## config.mk

```make
export PLATFORM = sky130hd
export DESIGN_NAME = ahblite_timer_multi
export DESIGN_NICKNAME = d
export VERILOG_FILES = /design/src/rtl/timer_multi_pkg.sv /design/src/rtl/timer_channel.sv /design/src/rtl/ahblite_timer_multi.sv
export SDC_FILE = /design/constraint.sdc
export NUM_CORES = 1
export LEC_CHECK = 0
export CORE_ASPECT_RATIO = 0.7
export CORE_MARGIN = 5
export CORE_UTILIZATION = 35
export DETAILED_ROUTE_END_ITERATION = 8
export PLACE_DENSITY = 0.54
export SLEW_MARGIN = 20
export SYNTH_ARGS = -nofsm -noshare
export SYNTH_HDL_FRONTEND = slang
export SYNTH_SLANG_ARGS = --single-unit
```

## constraint.sdc

```tcl
create_clock -name HCLK -period 3.4 [get_ports HCLK]
set_clock_uncertainty 0.1 [all_clocks]
set_input_delay 0.68 -clock HCLK [delete_from_list [all_inputs] [get_ports HCLK]]
set_output_delay 0.68 -clock HCLK [all_outputs]
set_load 0.005 [all_outputs]
```

## src/rtl/timer_multi_pkg.sv

```systemverilog
// Shared constants for the multi-channel AHB-lite timer: register offsets,
// CTRL bit positions and the per-channel address stride.
package timer_multi_pkg;

  // Register offsets within one channel's window
  localparam logic [3:0] OFF_CTRL  = 4'h0;
  localparam logic [3:0] OFF_LOAD  = 4'h4;
  localparam logic [3:0] OFF_VALUE = 4'h8;
  localparam logic [3:0] OFF_INT   = 4'hC;

  // Global prescaler register; everything at or above this is outside channel space
  localparam logic [8:0] OFF_PSC   = 9'h100;

  // Address distance between consecutive channels
  localparam logic [8:0] CH_STRIDE = 9'h010;
  localparam int unsigned CH_SHIFT = $clog2(CH_STRIDE);

  // CTRL bit positions
  localparam int unsigned CTRL_EN      = 0;
  localparam int unsigned CTRL_ONESHOT = 1;
  localparam int unsigned CTRL_IE      = 2;

  // Channel number selected by a byte address inside channel space
  function automatic logic [3:0] ch_index(input logic [8:0] byte_addr);
    return byte_addr[CH_SHIFT +: 4];
  endfunction

  // Register offset inside the selected channel's window
  function automatic logic [3:0] reg_offset(input logic [8:0] byte_addr);
    return byte_addr[CH_SHIFT-1:0];
  endfunction

endpackage

```

## src/rtl/timer_channel.sv

```systemverilog
// One down-counting timer channel: CTRL (EN/ONESHOT/IE), LOAD, VALUE and a
// sticky INT flag, with register readback and a level interrupt output.
module timer_channel
  import timer_multi_pkg::*;
#(
  parameter int CNT_W = 32
) (
  input  logic        clk,
  input  logic        rst_n,
  input  logic        tick,
  input  logic        wr_ctrl,
  input  logic        wr_load,
  input  logic        wr_int,
  input  logic [31:0] wdata,
  input  logic [3:0]  rd_sel,
  output logic [31:0] rdata,
  output logic        en,
  output logic        irq
);

  logic             oneshot;
  logic             ie;
  logic             flag;
  logic [CNT_W-1:0] load;
  logic [CNT_W-1:0] value;
  logic             terminal;

  assign terminal = tick && en && (value == '0);
  assign irq      = flag && ie;

  // Counting, bus writes and the sticky flag; later assignments take priority
  always_ff @(posedge clk) begin
    if (!rst_n) begin
      en      <= 1'b0;
      oneshot <= 1'b0;
      ie      <= 1'b0;
      flag    <= 1'b0;
      load    <= '0;
      value   <= '0;
    end else begin
      if (tick && en) begin
        if (value != '0) begin
          value <= value - CNT_W'(1);
        end else if (!oneshot) begin
          value <= load;
        end else begin
          en <= 1'b0;
        end
      end
      // LOAD write overrides any tick in the same cycle
      if (wr_load) begin
        load  <= wdata[CNT_W-1:0];
        value <= wdata[CNT_W-1:0];
      end
      // bus write wins over the hardware one-shot EN clear
      if (wr_ctrl) begin
        en      <= wdata[CTRL_EN];
        oneshot <= wdata[CTRL_ONESHOT];
        ie      <= wdata[CTRL_IE];
      end
      if (wr_int && wdata[0]) begin
        flag <= 1'b0;
      end
      // a new terminal event beats a simultaneous write-1-clear
      if (terminal) begin
        flag <= 1'b1;
      end
    end
  end

  // Register readback for the offset selected by the top level
  always_comb begin
    rdata = '0;
    unique case (rd_sel)
      OFF_CTRL: begin
        rdata[CTRL_EN]      = en;
        rdata[CTRL_ONESHOT] = oneshot;
        rdata[CTRL_IE]      = ie;
      end
      OFF_LOAD:  rdata[CNT_W-1:0] = load;
      OFF_VALUE: rdata[CNT_W-1:0] = value;
      OFF_INT:   rdata[0]         = flag;
      default:   rdata            = '0;
    endcase
  end

endmodule

```

## src/rtl/ahblite_timer_multi.sv

```systemverilog
// AHB-lite slave with NUM_CH independent down-counting timers.
// Optional shared prescaler enabled by defining TIMER_PRESCALER_EN.
module ahblite_timer_multi
  import timer_multi_pkg::*;
#(
  parameter int NUM_CH = 2,
  parameter int CNT_W  = 32,
  parameter int PSC_W  = 16
) (
  input  logic              HCLK,
  input  logic              HRESETn,
  input  logic              HSEL,
  input  logic [31:0]       HADDR,
  input  logic [1:0]        HTRANS,
  input  logic [2:0]        HSIZE,
  input  logic [3:0]        HPROT,
  input  logic              HWRITE,
  input  logic [31:0]       HWDATA,
  input  logic              HREADY,
  output logic              HREADYOUT,
  output logic [31:0]       HRDATA,
  output logic [1:0]        HRESP,
  output logic [NUM_CH-1:0] TimerIrq_o
);

  logic              trans_en;
  logic [6:0]        addr_q;
  logic              write_q;
  logic              read_q;
  logic [8:0]        byte_addr;
  logic              ch_space;
  logic [3:0]        ch_idx;
  logic [3:0]        reg_off;
  logic              wr_fire;
  logic              tick;
  logic [NUM_CH-1:0] en_vec;
  logic [31:0]       ch_rdata [NUM_CH];
  logic [31:0]       rdata;
  logic              unused_ok;

  assign HREADYOUT = 1'b1;
  assign HRESP     = 2'b00;
  assign trans_en  = HSEL && HTRANS[1] && HREADY;

  // Address phase capture
  always_ff @(posedge HCLK) begin
    if (!HRESETn) begin
      addr_q  <= '0;
      write_q <= 1'b0;
      read_q  <= 1'b0;
    end else if (HREADY) begin
      addr_q  <= HADDR[8:2];
      write_q <= trans_en && HWRITE;
      read_q  <= trans_en && !HWRITE;
    end
  end

  assign byte_addr = {addr_q, 2'b00};
  assign ch_space  = byte_addr < OFF_PSC;
  assign ch_idx    = ch_index(byte_addr);
  assign reg_off   = reg_offset(byte_addr);
  assign wr_fire   = write_q && HREADY;

  for (genvar g = 0; g < NUM_CH; g++) begin : g_ch
    logic hit;
    assign hit = wr_fire && ch_space && (ch_idx == 4'(g));

    timer_channel #(
      .CNT_W (CNT_W)
    ) u_ch (
      .clk     (HCLK),
      .rst_n   (HRESETn),
      .tick    (tick),
      .wr_ctrl (hit && (reg_off == OFF_CTRL)),
      .wr_load (hit && (reg_off == OFF_LOAD)),
      .wr_int  (hit && (reg_off == OFF_INT)),
      .wdata   (HWDATA),
      .rd_sel  (reg_off),
      .rdata   (ch_rdata[g]),
      .en      (en_vec[g]),
      .irq     (TimerIrq_o[g])
    );
  end

`ifdef TIMER_PRESCALER_EN
  logic [PSC_W-1:0] psc;
  logic [PSC_W-1:0] psc_cnt;
  logic             any_en;
  logic             wr_psc;

  assign any_en = |en_vec;
  assign wr_psc = wr_fire && (byte_addr == OFF_PSC);
  assign tick   = any_en && (psc_cnt == psc);

  // Shared prescaler: counts 0..PSC while any channel is enabled
  always_ff @(posedge HCLK) begin
    if (!HRESETn) begin
      psc     <= '0;
      psc_cnt <= '0;
    end else if (wr_psc) begin
      psc     <= HWDATA[PSC_W-1:0];
      psc_cnt <= '0;
    end else if (any_en) begin
      psc_cnt <= (psc_cnt == psc) ? '0 : psc_cnt + PSC_W'(1);
    end
  end

  assign unused_ok = ^{HSIZE, HPROT, HADDR[31:9], HADDR[1:0], HTRANS[0]};
`else
  logic [PSC_W-1:0] unused_psc;

  assign tick       = 1'b1;
  assign unused_psc = '0;
  assign unused_ok  = ^{HSIZE, HPROT, HADDR[31:9], HADDR[1:0], HTRANS[0], en_vec};
`endif

  // Data-phase read mux; unmapped offsets and absent channels return 0
  always_comb begin
    rdata = '0;
    if (read_q) begin
      if (ch_space) begin
        for (int unsigned i = 0; i < NUM_CH; i++) begin
          if (ch_idx == 4'(i)) begin
            rdata = ch_rdata[i];
          end
        end
      end
`ifdef TIMER_PRESCALER_EN
      else if (byte_addr == OFF_PSC) begin
        rdata[PSC_W-1:0] = psc;
      end
`endif
    end
  end

  assign HRDATA = rdata;

endmodule

```

# Word level (Yosys, flattened, before mapping)

Index checks and enable logic that the tools add are counted.

Bits in registers: 145

$add $sub $neg: 2
Order comparisons: 1
Eq/ne operators: 6
Mux-type cells: 30
Reductions and logical operators: 33

Operators with widths:

| cell                    | number |
|---|---|
| $mux W32                | 12 |
| $pmux W29 S2            | 2 |
| $logic_not A32 Y1       | 2 |
| $reduce_bool A32 Y1     | 2 |
| $sub A32 B1 Y32 const B | 2 |
| $logic_and A1 B1 Y1     | 20 |
| $mux W1                 | 12 |
| $pmux W2 S3             | 2 |
| $lt A9 B9 Y1 const B    | 1 |
| $logic_not A4 Y1        | 2 |
| $pmux W1 S4             | 2 |
| $reduce_bool A2 Y1      | 4 |
| $ne A3 B2 Y1 const B    | 2 |
| $eq A2 B2 Y1 const B    | 2 |
| $eq A4 B1 Y1 const B    | 1 |
| $reduce_and A2 Y1       | 2 |
| $eq A2 B1 Y1 const B    | 1 |
| $logic_not A1 Y1        | 1 |

# Longest topological paths before layout

Gate-level depths: netlist (run 1).

Depth after elaboration: 7
Depth in mapped cells: 10
Gate-level depth less buffers: 8

# By module

Synthesis (run 1) repeated with hierarchy kept, for this count alone.

Cell total of the unflattened synthesis: 1119
Area, all modules: 9220.1 um2

By module, submodules not included:

| module                       | times used | cells an instance | area an instance (um2) | seq. area each (um2) |
|---|---|---|---|---|
| timer_channel (g_ch[1].u_ch) | 1          | 498               | 4071.4                 | 1361.3 |
| timer_channel (g_ch[0].u_ch) | 1          | 496               | 3971.3                 | 1361.3 |
| ahblite_timer_multi          | 1          | 125               | 1177.4                 | 180.2 |

# Least setup slack after synthesis (run 1)

Ideal clock, no wire load.

Path type: register to register
Start: reg g_ch[1].u_ch.value[19]
End: reg g_ch[1].u_ch.value[5]
Arrival time: 2.648 ns
Required time: 3.182 ns
Slack: 0.534 ns
Stages on the path, launching flop included: 9
Path buffers: 2
Clock period less this slack: 2.866 ns
Cell sequence: dfxtp_1 or4_4 or4_1 buf_2 or4_4 buf_6 or3_1 a21oi_1 nor2_1

Word-level cells in the longest chain between the ends: 4
Elaborated cells on any way between the ends: 6

RTL lines:

| what                   | line                | text |
|---|---|---|
| from (decl)            | timer_channel.sv:25 | `logic [CNT_W-1:0] value;` |
| from (signal assigned) | timer_channel.sv:43 | `value <= value - CNT_W'(1);` |
| from (signal assigned) | timer_channel.sv:45 | `value <= load;` |
| from (signal assigned) | timer_channel.sv:53 | `value <= wdata[CNT_W-1:0];` |
| $reduce_bool A32 Y1 *  | timer_channel.sv:42 | `if (value != '0) begin` |
| $mux W32               | timer_channel.sv:42 |  |
| $mux W32               | timer_channel.sv:41 | `if (tick && en) begin` |
| $mux W32               | timer_channel.sv:51 | `if (wr_load) begin` |

Every way passes the cells marked *; elsewhere a longest branch is shown, timed or not. The select of a mux whose other input is x is not followed.
A chain may end at the register's enable or synchronous reset.

# Final worst setup path (run 1)

Start: reg addr_q[0]
End: out HRDATA[31]

Word-level cells in the longest chain between the ends: 6
Elaborated cells on any way between the ends: 9

RTL lines:

| what                                                | line                       | text |
|---|---|---|
| from (decl)                                         | ahblite_timer_multi.sv:27  | `logic [6:0] addr_q;` |
| from (signal assigned)                              | ahblite_timer_multi.sv:52  | `addr_q <= HADDR[8:2];` |
| $eq A2 B2 Y1 / $eq A2 B1 Y1 (equally long branches) | timer_channel.sv:74        | `unique case (rd_sel)` |
| $pmux W29 S2                                        | timer_channel.sv:74        |  |
| $mux W32 (2 in a row)                               | ahblite_timer_multi.sv:123 | `if (ch_idx == 4'(i)) begin` |
| $mux W32 *                                          | ahblite_timer_multi.sv:121 | `if (ch_space) begin` |
| $mux W32 *                                          | ahblite_timer_multi.sv:120 | `if (read_q) begin` |
| to (decl)                                           | ahblite_timer_multi.sv:21  | `output logic [31:0] HRDATA,` |

Every way passes the cells marked *; elsewhere a longest branch is shown, timed or not.

==> results of run 1 <==
## through the flow
step,hold WS [ps],setup WS (ps)
3_5_place_dp,359,209
3_3_place_gp,359,212
4_1_cts,369,27.7
2_1_floorplan,335,534
5_1_grt,388,5.10
6_report,371,75.3
## layout by cell type (no fill, tap or decap), drive strengths merged, types with 4 or more instances in the layout
| cell | instances |
|---|---|
| bufinv | 5 |
| a222oi | 5 |
| nor2 | 110 |
| inv | 15 |
| dfxtp | 145 |
| a22oi | 67 |
| o211ai | 10 |
| clkbuf | 19 |
| o22ai | 8 |
| xnor2 | 21 |
| mux2i | 11 |
| nor4b | 4 |
| o32ai | 17 |
| or4 | 14 |
| buf | 60 |
| xor2 | 26 |
| nand4 | 10 |
| nor4 | 26 |
| and2 | 4 |
| nor3 | 29 |
| and3 | 4 |
| nand2b | 8 |
| a31oi | 9 |
| nor3b | 5 |
| a21oi | 98 |
| a211oi | 9 |
| nand2 | 183 |
| a221o | 11 |
| a22o | 9 |
| ha | 8 |
| o22a | 30 |
| nand3 | 28 |
| a21boi | 28 |
| o21ai | 31 |
| or3 | 7 |
| clkinv | 5 |
| clkdlybuf4s50 | 77 |
## routing by layer
layer | track usage (%) | vias up
li1 | - | 4247
met1 | 36.7 | 4341
met2 | 32.9 | 363
met3 | 5.68 | 28
met4 | 3.68 | 0
met5 | 0 | -
## power by group through the flow
| stage | combinational [mW] | sequential [mW] | clock [mW] |
|---|---|---|---|
| 6_report | 0.326 | 1.72 | 2.14 |
| 5_1_grt | 0.341 | 1.72 | 2.24 |
| 4_1_cts | 0.311 | 1.71 | 2.16 |
| 3_5_place_dp | 0.296 | 1.75 | 0 |
| 3_3_place_gp | 0.299 | 1.75 | 0 |
| 2_1_floorplan | 0.143 | 1.75 | 0 |
## registers in the layout, summed over array words and instances (netlist names)
name and cells:
g_ch.u_ch.value 64, g_ch.u_ch.en 2, g_ch.u_ch.oneshot 2, g_ch.u_ch.load 64, read_q 1, write_q 1
g_ch.u_ch.flag 2, g_ch.u_ch.ie 2, addr_q 7
## worst max-delay path by stage
stage	slack, ps	endpoint	cells after the start	startpoint
2_1_floorplan	530	g_ch[1].u_ch.value[5]$_SDFFE_PN0P_	8	g_ch[1].u_ch.value[19]$_SDFFE_PN0P_
3_3_place_gp	210	HRDATA[3]	7	addr_q[1]$_SDFFE_PN0P_
3_5_place_dp	210	HRDATA[12]	7	addr_q[1]$_SDFFE_PN0P_
4_1_cts	30	HRDATA[1]	6	addr_q[1]$_SDFFE_PN0P_
5_1_grt	5	HRDATA[2]	7	addr_q[0]$_SDFFE_PN0P_
6_report	80	HRDATA[31]	8	addr_q[0]$_SDFFE_PN0P_
## Yosys cell counts (12+ instances only)
| master | n |
|---|---|
| sky130_fd_sc_hd__nand2_1 | 183 |
| sky130_fd_sc_hd__o22a_1 | 30 |
| sky130_fd_sc_hd__a21boi_0 | 28 |
| sky130_fd_sc_hd__clkbuf_1 | 84 |
| sky130_fd_sc_hd__or4_1 | 12 |
| sky130_fd_sc_hd__inv_1 | 13 |
| sky130_fd_sc_hd__o32ai_1 | 17 |
| sky130_fd_sc_hd__o21ai_0 | 30 |
| sky130_fd_sc_hd__nand3_1 | 28 |
| sky130_fd_sc_hd__dfxtp_1 | 145 |
| sky130_fd_sc_hd__nor2_1 | 110 |
| sky130_fd_sc_hd__nor3_1 | 29 |
| sky130_fd_sc_hd__xnor2_1 | 21 |
| sky130_fd_sc_hd__nor4_1 | 25 |
| sky130_fd_sc_hd__a21oi_1 | 98 |
| sky130_fd_sc_hd__xor2_1 | 26 |
| sky130_fd_sc_hd__a22oi_1 | 67 |
## cell type report
| class | instances | area [sq um] |
|---|---|---|
| Inverter | 13 | 50.0 |
| Multi-Input combinational cell | 869 | 5210 |
| Tap cell | 318 | 398 |
| Fill cell | 2416 | 13200 |
| Sequential cell | 145 | 2910 |
| Timing Repair Buffer | 139 | 1350 |
| Clock inverter | 13 | 204 |
| Clock buffer | 19 | 453 |
## logic make-up (layout without fill, tap and decap cells)
family	Yosys count	after routing	share of synthesized area, %
fa+ha+maj	8	8	1.17
compound gates	353	353	28.6
mux	12	12	1.42
xor+xnor	47	47	4.83
buf+inv	117	184	5.62
flops	145	145	34.0
other cells	2	3	0.0880
simple gates	446	446	24.2
## worst max-delay path, cell delays in order, from the launching register on
cell and delay (ps):
sky130_fd_sc_hd__dfxtp_2 380, sky130_fd_sc_hd__inv_1 100, sky130_fd_sc_hd__ha_4 220, sky130_fd_sc_hd__buf_4 150, sky130_fd_sc_hd__buf_4 140, sky130_fd_sc_hd__a22oi_1 350
sky130_fd_sc_hd__o22a_1 240, sky130_fd_sc_hd__nor2_1 60, sky130_fd_sc_hd__clkdlybuf4s50_1 460
## what timing repair did
action	CTS	global route
buffers inserted	1	4
cloned	1	0
endpoints found under the setup margin	31	23
pin swaps	1	6
gates resized for setup	7	8
endpoints found under the hold margin	0	0
==> qor.log, run 1 <==
qor: placement.post-place-cells 1478
qor: die.die_footprint 27600 sq um
qor: grt.number_of_antenna_violations_at_the_first_check_in_global_routing 0
qor: die.die_height 141 um
qor: critical_path.crit-reg2reg-capture g_ch[1].u_ch.value[14]$_SDFFE_PN0P_
qor: critical_path.timing.critical_path.arrival 2540 ps
qor: timing.maxClockFrequency 301 MHz
qor: logic_synthesis.syn-instance-count 1130
qor: timing.period_share 97.8%
qor: power.combPwrFrac 7.8%
qor: timing.totalNegativeSetupSlack 0 ps
qor: die.floorplan.rows 47
qor: grt.aggregate_global_routing_overflow 0
qor: die.initial_core_util 35.8%
qor: logic_synthesis.post_synth_instance_area 8530 sq um
qor: layout.antenna_cells 0
qor: logic_synthesis.synth_area_leader sky130_fd_sc_hd__dfxtp_1
qor: clocking.tritoncts_clock_tree built
qor: die.core_area 23800 sq um
qor: clocking.clock_path_buffers 2
qor: clocking.tritoncts.num_buffers 17
qor: timing.worstMarginPinSlew 965 ps
qor: power.power.switching_fraction 24.1%
qor: critical_path.critical_path_peak_fanout 6
qor: die.num_io_pins 115
qor: timing.setup_violations 0
qor: logic_synthesis.synth_seq_cells 145
qor: logic_synthesis.post_synth_num_cell_types 66
qor: critical_path.worstSetupStartpointType flip-flop
qor: power.power.share.sequential 41.0%
qor: layout.post-route-util 44.4%
qor: timing.timing.final.crit_period 3320 ps
qor: detailed_routing.top_signal_layer_used met4
qor: grt.grt_start_max_net_pins 78
qor: power.pwr-share-clk 51.2%
qor: clocking.htree_num_levels 4
qor: critical_path.r2r_start g_ch[1].u_ch.value[20]$_SDFFE_PN0P_
qor: logic_synthesis.synth-edff-count 0
qor: min_path.hold_end g_ch[1].u_ch.load[22]$_SDFFE_PN0P_
qor: critical_path.critPathCaptureType output pin
qor: critical_path.timing.critical_path.required 2620 ps
qor: grt.grt_util_all_layers 23.5%
qor: detailed_routing.wl_met3 2880 um
qor: layout.area_growth_syn_to_layout 23.9%
qor: logic_synthesis.synth-main-ff-cell sky130_fd_sc_hd__dfxtp_1
qor: placement.number_of_buffer_cells_added_on_primary_ports 78
qor: detailed_routing.via_per_inst 5.92
qor: clocking.worst_skew_pair.late_latency 440 ps
qor: detailed_routing.detail_route.first_pass.iterations 7
qor: die.fp.dieW 197 um
qor: power.total_power 4.18 mW
qor: layout.layout.nets 1271
qor: layout.drive_gt1_share 10.0%
qor: layout.finish.cell_count_without_fillers 1516
qor: detailed_routing.drt-initial-drc-count 922
qor: logic_synthesis.postSynthAreaPerCell 7.55 sq um
qor: min_path.timing.hold.worst.start g_ch[1].u_ch.load[22]$_SDFFE_PN0P_
qor: power.cellLeakagePower 3.59 nW
qor: timing.rsz0062_at_grt false
qor: critical_path.length_in_cells_of_the_worst_reg_to_reg_path 7
qor: grt.grt_pass1_wl 50700 um
qor: power.pwr_density_cell 396 nW/um^2
qor: placement.detailedPlacementHpwl 23700 um
qor: clocking.ctsRootBufferMaster sky130_fd_sc_hd__clkbuf_16
qor: detailed_routing.wirelength_met1 16100 um
qor: logic_synthesis.netlist.area_leader.share 34.0%
qor: outcome.outcome complete, no violations
qor: min_path.min_path_type reg -> reg
qor: min_path.min_path_cells 2
qor: critical_path.regToRegSetupSlack 340 ps
qor: detailed_routing.ant_nets 0
qor: timing.report.final.hold_viol_count 0
qor: timing.timing.slew.headroom 35.1%
qor: detailed_routing.drc 0
qor: layout.postLayoutCellArea 10600 sq um
qor: logic_synthesis.yosys_warnings 0
qor: logic_synthesis.async_flop_share 0%
qor: power.power_switching 1.01 mW
qor: grt.grt_pass1_vias 8144
qor: clocking.cts_hold_buffers 0
qor: power.peakVddDrop 365 uV
qor: placement.place.gp.congestion 0.907
qor: timing.maxSlewViolCount 0
qor: critical_path.path_class reg -> out
qor: detailed_routing.vias 8979
qor: clocking.clock-sinks 145
qor: flow_run.cap_violations 0
qor: logic_synthesis.yosysSeqAreaShare 34.0%
qor: detailed_routing.wl_per_cell 22.0 um
qor: detailed_routing.met2WireLength 14100 um
qor: clocking.cts.reportedPaths.clkPinSlew 70 ps
qor: placement.placed_cell_area 9790 sq um
qor: power.p_int 3.17 mW
qor: detailed_routing.detail_route.wirelength 33400 um
qor: logic_synthesis.yosys-top-cells-area sky130_fd_sc_hd__dfxtp_1 (34%), sky130_fd_sc_hd__nand2_1 (8.1%), sky130_fd_sc_hd__a22oi_1 (5.9%), sky130_fd_sc_hd__a21oi_1 (5.7%), sky130_fd_sc_hd__nor2_1 (4.8%)
No activity file was read; power rests on OpenSTA's default activity.
==> run 2, diff against run 1 <==
--- a/config.mk
+++ b/config.mk
@@ -5,11 +5,13 @@
 export SDC_FILE = /design/constraint.sdc
 export NUM_CORES = 1
 export LEC_CHECK = 0
+export ABC_CLOCK_PERIOD_IN_PS = 3400
 export CORE_ASPECT_RATIO = 0.7
 export CORE_MARGIN = 5
 export CORE_UTILIZATION = 35
 export DETAILED_ROUTE_END_ITERATION = 8
 export PLACE_DENSITY = 0.54
+export RECOVER_POWER = 25
 export SLEW_MARGIN = 20
 export SYNTH_ARGS = -nofsm -noshare
 export SYNTH_HDL_FRONTEND = slang
==> run 2 against run 1 <==
Net effect: utilization down 0.079 points; routed wire length barely moved; non-clock buffer count unchanged; first-iteration DRC count up 1.8%; critical path depth did not move; via count fell by 0.21%; sequential cell count unchanged; die area is the same; critical endpoint unchanged; largest power group unchanged.
==> qor.log, run 2 (synthesis gave the netlist of run 1 again) <==
qor: timing.period_share 97.8% [about the same]
qor: timing.postLayoutSetupSlackWorst 75.7 ps [+0.434 ps]
qor: critical_path.max_stage_delay 460 ps [about the same]
qor: clocking.tritoncts.num_buffers 17 [unchanged]
qor: clocking.clock_path_buffers 2 [unchanged]
qor: layout.layout.cells.most_common_list sky130_fd_sc_hd__nand2_1 (183), sky130_fd_sc_hd__dfxtp_1 (140), sky130_fd_sc_hd__nor2_1 (109), sky130_fd_sc_hd__a21oi_1 (98), sky130_fd_sc_hd__clkdlybuf4s50_1 (74)
qor: die.num_io_pins 115 [unchanged]
qor: critical_path.path_class reg -> out
qor: critical_path.timing.critical_path.arrival 2540 ps [about the same]
qor: die.fp.dieW 197 um [unchanged]
qor: power.pwr_density_cell 396 nW/um^2 [about the same]
qor: die.initial_core_util 35.8% [unchanged]
qor: clocking.clock-sinks 145 [unchanged]
qor: layout.antenna_cells 0 [unchanged]
qor: clocking.worst_skew_pair.late_latency 440 ps [about the same]
qor: critical_path.cp_slowest_cell sky130_fd_sc_hd__clkdlybuf4s50_1
qor: layout.fillerInstances 2424 [+0.33%]
qor: timing.worstMarginPinSlew 985 ps [+20.2 ps]
qor: timing.timing.slew.headroom 33.7% [-1.4 points]
qor: power.peakVddDrop 364 uV [-0.36%]
qor: timing.totalNegativeSetupSlack 0 ps [unchanged]
qor: clocking.htree_num_levels 4 [unchanged]
qor: timing.timing.final.crit_period 3320 ps [-0.434 ps]
qor: layout.top_regs g_ch.u_ch.load (64), g_ch.u_ch.value (64), addr_q (7)
qor: grt.aggregate_global_routing_overflow 0 [unchanged]
qor: detailed_routing.vias 8960 [-0.21%]
qor: critical_path.path_cells inv_1 -> ha_4 -> buf_4 -> buf_4 -> a22oi_1 -> o22a_1 -> nor2_1 -> clkdlybuf4s50_1
qor: placement.number_of_buffer_cells_added_on_primary_ports 78 [unchanged]
qor: detailed_routing.via_per_inst 5.91 [-0.21%]
qor: detailed_routing.detail_route.wirelength 33400 um [about the same]
qor: layout.register_area 2910 sq um [unchanged]
qor: critical_path.critical_path_peak_fanout 6 [unchanged]
qor: placement.place.gp.congestion 0.907 [unchanged]
qor: grt.grt_start_max_net_pins 78 [unchanged]
qor: die.die_footprint 27600 sq um [unchanged]
qor: detailed_routing.drc 0 [unchanged]
qor: layout.multi_input_area 5200 sq um [about the same]
qor: grt.grt_pass1_vias 8144 [unchanged]
qor: timing.maxSlewViolCount 0 [unchanged]
qor: critical_path.timing.critical_path.required 2620 ps [about the same]
qor: critical_path.worstSetupStartpointType flip-flop
qor: outcome.outcome complete, no violations
qor: die.die_height 141 um [unchanged]
qor: critical_path.cp_common_cell sky130_fd_sc_hd__buf_4
qor: detailed_routing.ant_nets 0 [unchanged]
qor: critical_path.critPathBufInv 4 [unchanged]
qor: layout.post-route-util 44.3% [-0.079 points]
qor: timing.maxClockFrequency 301 MHz [about the same]
qor: timing.report.final.hold_viol_count 0 [unchanged]
qor: clocking.tritoncts_clock_tree built
qor: die.floorplan.rows 47 [unchanged]
qor: layout.area_growth_syn_to_layout 23.7%
qor: flow_run.cap_violations 0 [unchanged]
qor: layout.layout.nets 1271 [unchanged]
qor: clocking.ctsRootBufferMaster sky130_fd_sc_hd__clkbuf_16
qor: clocking.cts.reportedPaths.clkPinSlew 70 ps [about the same]
qor: critical_path.critPathCaptureType output pin
qor: grt.number_of_antenna_violations_at_the_first_check_in_global_routing 0 [unchanged]
qor: placement.placement_stage_worst_setup_slack 209 ps [unchanged]
qor: timing.rsz0062_at_grt false
qor: critical_path.worst_path_dominant_cell_family buffers and inverters
qor: timing.setup_violations 0 [unchanged]
qor: detailed_routing.wl_per_cell 22.0 um [about the same]
qor: detailed_routing.drt-initial-drc-count 939 [+1.8%]
qor: layout.most_frequent_standard_cell_in_the_layout_excluding_fill_and_tap_cells sky130_fd_sc_hd__nand2_1
qor: die.core_area 23800 sq um [unchanged]
qor: grt.grt_pass1_wl 50700 um [unchanged]
qor: timing.hold_slack 372 ps [+1.28 ps]
qor: min_path.min_path_type reg -> reg
qor: grt.grt_util_all_layers 23.5% [unchanged]
qor: power.cellLeakagePower 3.58 nW [-0.26%]
qor: layout.drive_gt1_share 9.60% [-0.42 points]
qor: detailed_routing.detail_route.first_pass.iterations 5 [-2]
qor: placement.detailedPlacementHpwl 23700 um [unchanged]
run 2: changes by cell type in the layout (fill, tap and decap cells not counted):
cell,change
sky130_fd_sc_hd__clkbuf_2,+1
sky130_fd_sc_hd__clkinv_2,-1
sky130_fd_sc_hd__dlygate4sd3_1,+3
sky130_fd_sc_hd__clkdlybuf4s50_1,-3
sky130_fd_sc_hd__nor2_2,-2
sky130_fd_sc_hd__clkbuf_1,+3
sky130_fd_sc_hd__clkinvlp_2,+1
sky130_fd_sc_hd__buf_4,-4
sky130_fd_sc_hd__nor2_1,+2
run 2: what timing repair did:
action	in CTS	in global routing
pin swaps	1	6
setup endpoints to repair	31	23
hold buffers	0	0
resized for setup	7	8
setup buffers	1	4
cloned	1	0
run 2: report_power, final:
group / switching (mW) / internal, mW / leakage (nW)
combinational: 0.200 / 0.125 / 2.09
sequential: 0.00985 / 1.71 / 1.17
clock: 0.794 / 1.34 / 0.324
run 2: cell type report:
cell class | instances | share of cell area (%)
clock buffer | 19 | 4.29
clock inverter | 13 | 1.93
inverter | 13 | 0.474
multi-input combinational | 869 | 49.3
sequential | 145 | 27.6
tap | 318 | 3.77
timing repair buffer | 139 | 12.7
run 2: path summary, 6_finish.rpt:
check,depth (start not counted),from,slack (ps),endpoint
setup / recovery,8,addr_q[0]$_SDFFE_PN0P_,80,HRDATA[31]
hold reg to reg,2,g_ch[1].u_ch.load[14]$_SDFFE_PN0P_,370,g_ch[1].u_ch.load[14]$_SDFFE_PN0P_
hold / removal,2,g_ch[1].u_ch.load[14]$_SDFFE_PN0P_,370,g_ch[1].u_ch.load[14]$_SDFFE_PN0P_
setup reg to reg,7,g_ch[1].u_ch.value[20]$_SDFFE_PN0P_,360,g_ch[1].u_ch.value[14]$_SDFFE_PN0P_
run 2: routing by layer:
metal  GRT usage, %  vias up  part of all wire (%)
li1               -     4248                     -
met4           3.68        0                  0.79
met2           32.9      386                    42
met3           5.68       29                   8.8
met5              0        -                     0
met1           36.7     4297                    48
run 2: tightest hold or removal path: stages (launching register included):
cell                      delay, ps
sky130_fd_sc_hd__dfxtp_1        320
sky130_fd_sc_hd__nand2_1         50
sky130_fd_sc_hd__a21oi_1         50
run 2: stage by stage:
step	instances	area [sq um]	power (mW)
3_5_place_dp	1478	9790	2.05
5_1_grt	1516	10600	4.30
6_report	1516	10600	4.18
2_1_floorplan	1131	8530	1.89
3_3_place_gp	1478	9790	2.05
4_1_cts	1512	10500	4.19
==> run 3, diff against run 2 <==
--- a/config.mk
+++ b/config.mk
@@ -12,6 +12,7 @@
 export DETAILED_ROUTE_END_ITERATION = 8
 export PLACE_DENSITY = 0.54
 export RECOVER_POWER = 25
+export SETUP_SLACK_MARGIN = 0.3
 export SLEW_MARGIN = 20
 export SYNTH_ARGS = -nofsm -noshare
 export SYNTH_HDL_FRONTEND = slang
==> run 3 against run 2 <==
Net effect: worst hold slack lost 2.4 ps; critical path depth shrank 3; via count grew 1.0%; largest cell class unchanged; cell area grew 2.7%; worst setup slack gained 93 ps; maximum frequency grew 2.9%.
==> qor.log, run 3 (synthesis gave the netlist of run 1 again) <==
qor: grt.grt_pass1_vias 8171 [+0.33%]
qor: die.die_height 141 um [unchanged]
qor: die.fp.dieW 197 um [unchanged]
qor: placement.place.gp.congestion 0.907 [unchanged]
qor: placement.post-place-cells 1478 [unchanged]
qor: power.cellLeakagePower 3.99 nW [+12%]
qor: grt.grt_start_max_net_pins 78 [unchanged]
qor: grt.aggregate_global_routing_overflow 0 [unchanged]
qor: detailed_routing.drt-initial-drc-count 1086 [+16%]
qor: die.floorplan.rows 47 [unchanged]
qor: clocking.worst_skew_pair.late_latency 450 ps [about the same]
qor: layout.top_regs g_ch.u_ch.load (64), g_ch.u_ch.value (64), addr_q (7)
qor: timing.period_share 95.0% [-2.7 points]
qor: timing.hold_slack 370 ps [-2.42 ps]
qor: clocking.htree_num_levels 4 [unchanged]
qor: clocking.tritoncts_clock_tree built
qor: detailed_routing.detail_route.first_pass.iterations 5 [unchanged]
qor: timing.worstMarginPinSlew 1010 ps [+21.6 ps]
qor: timing.rsz0062_at_grt true
qor: detailed_routing.via_per_inst 5.91 [about the same]
qor: die.num_io_pins 115 [unchanged]
qor: die.die_footprint 27600 sq um [unchanged]
qor: grt.grt_util_all_layers 23.6% [+0.13 points]
qor: critical_path.worstSetupStartpointType flip-flop
qor: clocking.cts_hold_buffers 0 [unchanged]
qor: die.core_area 23800 sq um [unchanged]
qor: detailed_routing.wl_per_cell 22.2 um [+1.1%]
qor: clocking.tritoncts.num_buffers 17 [unchanged]
qor: timing.timing.final.crit_period 3230 ps [-93.3 ps]
qor: clocking.cts.reportedPaths.clkPinSlew 70 ps [about the same]
qor: timing.report.final.hold_viol_count 0 [unchanged]
qor: detailed_routing.ant_nets 0 [unchanged]
qor: clocking.ctsRootBufferMaster sky130_fd_sc_hd__clkbuf_16
qor: flow_run.cap_violations 0 [unchanged]
qor: layout.layout.nets 1286 [+1.2%]
qor: layout.most_frequent_standard_cell_in_the_layout_excluding_fill_and_tap_cells sky130_fd_sc_hd__nand2_1
qor: clocking.clock-sinks 145 [unchanged]
qor: critical_path.critPathCaptureType output pin
qor: timing.maxSlewViolCount 0 [unchanged]
qor: detailed_routing.drc 0 [unchanged]
qor: placement.detailedPlacementHpwl 23700 um [unchanged]
qor: grt.number_of_antenna_violations_at_the_first_check_in_global_routing 0 [unchanged]
qor: timing.timing.slew.headroom 32.3% [-1.5 points]
qor: timing.totalNegativeSetupSlack 0 ps [unchanged]
qor: die.initial_core_util 35.8% [unchanged]
qor: critical_path.timing.critical_path.arrival 2450 ps [-90 ps]
qor: detailed_routing.vias 9054 [+1.0%]
qor: power.peakVddDrop 377 uV [+3.6%]
qor: placement.number_of_buffer_cells_added_on_primary_ports 78 [unchanged]
qor: clocking.clock_path_buffers 2 [unchanged]
qor: timing.setup_violations 0 [unchanged]
qor: layout.layout.cells.most_common_list sky130_fd_sc_hd__nand2_1 (183), sky130_fd_sc_hd__dfxtp_1 (140), sky130_fd_sc_hd__nor2_1 (108), sky130_fd_sc_hd__a21oi_1 (98), sky130_fd_sc_hd__a22oi_1 (60)
qor: critical_path.critical_path_peak_fanout 8 [+2]
qor: layout.drive_gt1_share 12.4% [+2.8 points]
qor: layout.finish.cell_count_without_fillers 1532 [+1.1%]
qor: critical_path.path_class reg -> out
qor: layout.area_growth_syn_to_layout 27.1%
qor: power.total_power 4.23 mW [+1.2%]
qor: power.pwr_density_cell 390 nW/um^2 [-1.5%]
qor: detailed_routing.detail_route.wirelength 34100 um [+2.2%]
qor: min_path.min_path_type reg -> reg
qor: outcome.outcome complete, no violations
qor: critical_path.timing.critical_path.required 2620 ps [about the same]
qor: timing.maxClockFrequency 310 MHz [+2.9%]
qor: critical_path.regToRegSetupSlack 450 ps [+90 ps]
qor: grt.grt_pass1_wl 51000 um [+0.49%]
-- run 3: cell count changes in the layout (fill, tap and decap cells not counted), moves of 4 or more --
cell                              change
sky130_fd_sc_hd__a22oi_2              +7
sky130_fd_sc_hd__a22oi_1              -7
sky130_fd_sc_hd__dlygate4sd2_1        +5
sky130_fd_sc_hd__clkbuf_2             +4
sky130_fd_sc_hd__clkdlybuf4s50_1     -24
sky130_fd_sc_hd__dlymetal6s2s_1      +15
sky130_fd_sc_hd__buf_4                +9
-- run 3: routing by layer --
| metal | up-vias | GRT usage (%) | wire length [um] |
|---|---|---|---|
| met2 | 411 | 33.1 | 14200 |
| met1 | 4340 | 36.9 | 16200 |
| met3 | 29 | 5.75 | 3310 |
| li1 | 4274 | - | - |
| met4 | 0 | 3.76 | 339 |
| met5 | - | 0 | 0 |
-- run 3: worst paths after layout --
check / to / depth (start not counted) / start
setup / recovery: HRDATA[31] / 5 / addr_q[5]$_SDFFE_PN0P_
hold / removal: g_ch[1].u_ch.load[22]$_SDFFE_PN0P_ / 2 / g_ch[1].u_ch.load[22]$_SDFFE_PN0P_
setup reg to reg: g_ch[1].u_ch.value[14]$_SDFFE_PN0P_ / 7 / g_ch[1].u_ch.value[20]$_SDFFE_PN0P_
hold reg to reg: g_ch[1].u_ch.load[22]$_SDFFE_PN0P_ / 2 / g_ch[1].u_ch.load[22]$_SDFFE_PN0P_
-- run 3: timing repair --
item                                    in CTS  in global routing
gates resized for setup                     39                 43
endpoints found under the setup margin      32                 29
setup buffers                                7                 10
pin swaps                                    6                  7
gates cloned                                 1                  3
-- run 3: final cells by class --
class / count / area, sq um
Fill cell: 2403 / 13000
Multi-Input combinational cell: 869 / 5260
Sequential cell: 145 / 2920
Timing Repair Buffer: 154 / 1560
Clock buffer: 19 / 453
Tap cell: 318 / 398
Clock inverter: 13 / 204
Inverter: 13 / 50.0
Antenna cell: 1 / 2.50
-- run 3: worst max-delay path: stages, from the launching register on --
cell and delay (ps):
sky130_fd_sc_hd__dfxtp_4 360, sky130_fd_sc_hd__or4b_4 590, sky130_fd_sc_hd__buf_12 170, sky130_fd_sc_hd__o22a_1 240, sky130_fd_sc_hd__nor2_1 120, sky130_fd_sc_hd__clkdlybuf4s50_1 520
-- run 3: where the power goes --
part | internal (mW) | switching [mW]
combinational | 0.151 | 0.214
sequential | 1.70 | 0.0101
clock | 1.34 | 0.806
total | 3.20 | 1.03
-- run 3: metrics by stage --
step	setup slack [ps]	area, sq um	utilization, %
after floorplan	534	8530	-
after global placement	212	9790	41.1
after detailed placement	209	9790	41.1
after CTS	127	10600	44.6
after global routing	130	10800	45.5
final	169	10800	45.5
